### src/rtl/i2s_sound_test_pkg.sv
// Shared constants, sample type and slot serializer helper for the I2S square-tone source.
package i2s_sound_test_pkg;

  localparam int FRAME_BITS  = 64;
  localparam int SLOT_BITS   = 32;
  localparam int SAMPLE_BITS = 16;
  localparam int MSB_POS     = 1;

  typedef logic signed [SAMPLE_BITS-1:0] sample_t;

  // Bit driven at slot position pos: MSB one bit after the WS edge, zero padding elsewhere.
  function automatic logic slot_bit(input logic [4:0] pos, input sample_t sample);
    logic [3:0] idx;
    slot_bit = 1'b0;
    idx = 4'(5'(MSB_POS + SAMPLE_BITS - 1) - pos);
    if (pos >= 5'(MSB_POS) && pos < 5'(MSB_POS + SAMPLE_BITS)) begin
      slot_bit = sample[idx];
    end
  endfunction

endpackage

### src/rtl/i2s_square_tone.sv
// Square-wave sample source: counts frames, flips polarity every half period, latches one sample per frame.
module i2s_square_tone
  import i2s_sound_test_pkg::*;
#(
  parameter sample_t SAMPLE_AMPLITUDE   = 16'sh2000,
  parameter int      HALF_PERIOD_FRAMES = 24
) (
  input  logic    serial_clk,
  input  logic    reset,
  input  logic    frame_tick,
  output sample_t sample
);

  localparam int              FC_W          = 10;
  localparam logic [FC_W-1:0] LAST_FRAME    = FC_W'(HALF_PERIOD_FRAMES - 1);
  localparam sample_t         NEG_AMPLITUDE = -SAMPLE_AMPLITUDE;

  logic [FC_W-1:0] frame_count_reg, frame_count_next;
  logic            negative_reg, negative_next;
  sample_t         sample_reg, sample_next;

  always_comb begin
    frame_count_next = frame_count_reg;
    negative_next    = negative_reg;
    sample_next      = sample_reg;
    if (frame_tick) begin
      if (frame_count_reg == LAST_FRAME) begin
        frame_count_next = '0;
        negative_next    = ~negative_reg;
      end else begin
        frame_count_next = frame_count_reg + 10'd1;
      end
      // The new polarity applies to the frame that starts on this tick.
      sample_next = negative_next ? NEG_AMPLITUDE : SAMPLE_AMPLITUDE;
    end
  end

  always_ff @(posedge serial_clk) begin
    if (reset) begin
      frame_count_reg <= '0;
      negative_reg    <= 1'b0;
      sample_reg      <= SAMPLE_AMPLITUDE;
    end else begin
      frame_count_reg <= frame_count_next;
      negative_reg    <= negative_next;
      sample_reg      <= sample_next;
    end
  end

  assign sample = sample_reg;

endmodule

### config.mk
export PLATFORM = sky130hd
export DESIGN_NAME = i2s_square_tone
export DESIGN_NICKNAME = d
export VERILOG_FILES = /design/src/rtl/i2s_sound_test_pkg.sv /design/src/rtl/i2s_square_tone.sv
export SDC_FILE = /design/constraint.sdc
export NUM_CORES = 1
export LEC_CHECK = 0
export ABC_AREA = 1
export ABC_CLOCK_PERIOD_IN_PS = 1200
export CAP_MARGIN = 20
export CORE_MARGIN = 1.5
export CORE_UTILIZATION = 42
export DETAILED_ROUTE_END_ITERATION = 16
export PLACE_DENSITY = 0.74
export SLEW_MARGIN = 20
export SYNTH_ARGS = -nofsm -noshare
export SYNTH_HDL_FRONTEND = slang
export SYNTH_SLANG_ARGS = --single-unit
### constraint.sdc
create_clock -name serial_clk -period 1.2 [get_ports serial_clk]
set_clock_uncertainty 0.1 [all_clocks]
set_input_delay 0.24 -clock serial_clk [delete_from_list [all_inputs] [get_ports serial_clk]]
set_output_delay 0.24 -clock serial_clk [all_outputs]
set_load 0.01 [all_outputs]
==> results_dict.tcl <==
set metrics [dict create \
    outcome "complete, no violations" \
    synth-async-reset-ratio_pct 0 \
    coreArea_um2 1560 \
    synth_top_cells_by_count "16 x buf_4, 16 x nor2_1, 14 x nand2_1" \
    drtIter0Drc 17 \
    place_inst 123 \
    initial_core_util_pct 46.4 \
    ys_seq_area_share_pct 30.4 \
    grt_max_degree 7 \
    grt_antenna_before_repair 0 \
    min_period_ns 1.20 \
    p_leak_nw 0.425 \
    setup_viol 0 \
    synth-seq-cells 11 \
    largest_reg_flops 10 \
    endpoint_kind "flip-flop" \
    worstPathArrival_ns 1.25 \
    antenna_cells 0 \
    cts_buffer_depth 2 \
    synth.area.top_cells "dfxtp_1 30%, buf_4 17%, nor2_1 8.3%, nand2_1 7.3%, nand3_1 5.5%" \
    fmax_ghz 0.833 \
    dr_total_vias 627 \
    synth_edf_count 0 \
    grt_usage_pct 14.8 \
    worstHoldPathType "reg -> reg" \
    grt_pass1_vias 537 \
    synth_warnings 0 \
    layout-drive-gt1-share_pct 37.2 \
    synth_ff_type "dfxtp_1" \
    synthCells 99 \
    r2r_slack_ns 0.0002 \
    clk_pin_slew_ns 0.07 \
    antenna_left 0 \
    fin_setup_tns_ns 0 \
    cts_buffers 3 \
    syn-cell-area_um2 723 \
    port-buffer-count 4 \
    required_ns 1.25 \
    slew_viol_final 0 \
    drtPass1Iterations 6 \
    power_w 0.000732 \
    grt_pass1_wl_mm 2.17 \
    stdcell_count 129 \
    routabilityCongestion 0.958 \
    synth_top_area_share_pct 30.4 \
    yosys.area.top_type "dfxtp_1" \
    die-area_um2 1980 \
    dp_hpwl_um 967 \
    worstSkewPairLatency_ns 0.28 \
    start_kind "flip-flop" \
    grt_overflow_total 0 \
    cts_tree "done" \
    vdd_ir_drop_max_uv 631 \
    wl_mm 1.48 \
    drc 0 \
    syn_to_final_growth_pct 20.4 \
    path_max_fanout 6 \
    rsz0062_at_grt "true" \
    rows 14 \
    critPathKind "reg -> reg" \
    p_per_area_nw_per_um2 841 \
    fin_crit_sh_pct 100 \
    viasPerCell 4.86 \
    nets 118 \
    fp.dieW_um 44.5 \
    ios 19 \
    cts_root_buf "clkbuf_4" \
    avgSynthCellArea_um2 7.30 \
    hold_violations 0 \
    h-tree-depth 1 \
    cts.sinks 11 \
    die_h_um 44.5 \
    fillers 139 \
    synth.distinct_cells 24 \
    wl_per_cell_um 11.4 \
    maxCapViolations 0 \
]
## cell type report
class | count | area, um^2 | share of cell area (%)
sequential | 11 | 226 | 26.0
inverter | 10 | 42.5 | 4.89
timing repair buffer | 15 | 119 | 13.6
tap | 16 | 20.0 | 2.30
clock buffer | 4 | 26.3 | 3.02
multi-input combinational | 73 | 437 | 50.1
## routing by layer
layer  GRT usage, %  wire (um)  vias up
met5              0          0        -
met4           5.45         29        0
met3           6.12         81        5
met2           21.7        752       21
met1           19.3        613      292
li1               -          -      309
## power by group
group / internal, W / switching (W)
registers: 0.000374 / 0.00000792
logic: 0.0000370 / 0.0000591
clock network: 0.000129 / 0.000125
total: 0.000540 / 0.000192
## final timing paths
path | start | cells after the start | end
max | frame_count_reg[1] | 6 | frame_count_reg[1]
min | frame_count_reg[9] | 3 | frame_count_reg[9]
max reg2reg | frame_count_reg[1] | 6 | frame_count_reg[1]
min reg2reg | frame_count_reg[9] | 3 | frame_count_reg[9]
## worst max-delay path, stage by stage, from the launching register on
cell	delay, ns
dfxtp_2	0.35
ha_4	0.15
nand2_4	0.08
nor2_8	0.14
nand2_2	0.11
nand2_4	0.10
nor2_1	0.06
## stage by stage
| step | utilization [%] | setup slack, ns | area [um^2] | hold WS (ns) |
|---|---|---|---|---|
| 2_1_floorplan | - | 0.0159 | 781 | 0.207 |
| 3_3_place_gp | 49.8 | -0.309 | 777 | 0.420 |
| 3_5_place_dp | 49.8 | -0.279 | 777 | 0.418 |
| 4_1_cts | 52.2 | 0.00323 | 815 | 0.435 |
| 5_1_grt | 55.9 | -0.0618 | 871 | 0.491 |
| 6_report | 55.9 | 0.000166 | 871 | 0.430 |
## logic make-up (layout without fill, tap and decap cells)
family          after synthesis  in the layout  synth area share (%)
simple gates                 50             50                  34.9
buf+inv                      27             29                  23.7
flops                        11             11                  30.4
compound gates                5              5                  4.32
other cells                   2             14                  1.04
xor+xnor                      2              2                  2.42
fa+ha+maj                     1              1                  1.73
mux                           1              1                  1.38
## cells in the final DEF, fill, tap and decap left out
| cell type | n |
|---|---|
| conb_1 | 14 |
| nor2_1 | 12 |
| nand2_1 | 10 |
| buf_4 | 9 |
| inv_1 | 8 |
| nand3_1 | 7 |
| dfxtp_1 | 6 |
| nor2_2 | 5 |
| dfxtp_2 | 5 |
| nand2_2 | 4 |
| nand2_4 | 3 |
| a21oi_1 | 3 |
| clkbuf_4 | 3 |
| inv_4 | 2 |
| nor3_1 | 2 |
| nor2_4 | 2 |
| nand3_2 | 2 |
| nand4_1 | 2 |
| buf_6 | 2 |
| nor2_8 | 1 |
| o21ai_0 | 1 |
| xor2_1 | 1 |
| mux2i_1 | 1 |
| xnor2_1 | 1 |
| o21bai_4 | 1 |
| ha_4 | 1 |
| clkbuf_1 | 1 |
| dlygate4sd2_1 | 1 |
| clkdlybuf4s50_1 | 1 |
| buf_2 | 1 |
| clkbuf_2 | 1 |
## timing repair
action,in CTS,in global routing
buffers inserted,0,2
setup endpoints to repair,8,12
resized for setup,8,19
hold buffers,0,0
pin swaps,1,9
Note: power is estimated with default switching activity, not from simulation.
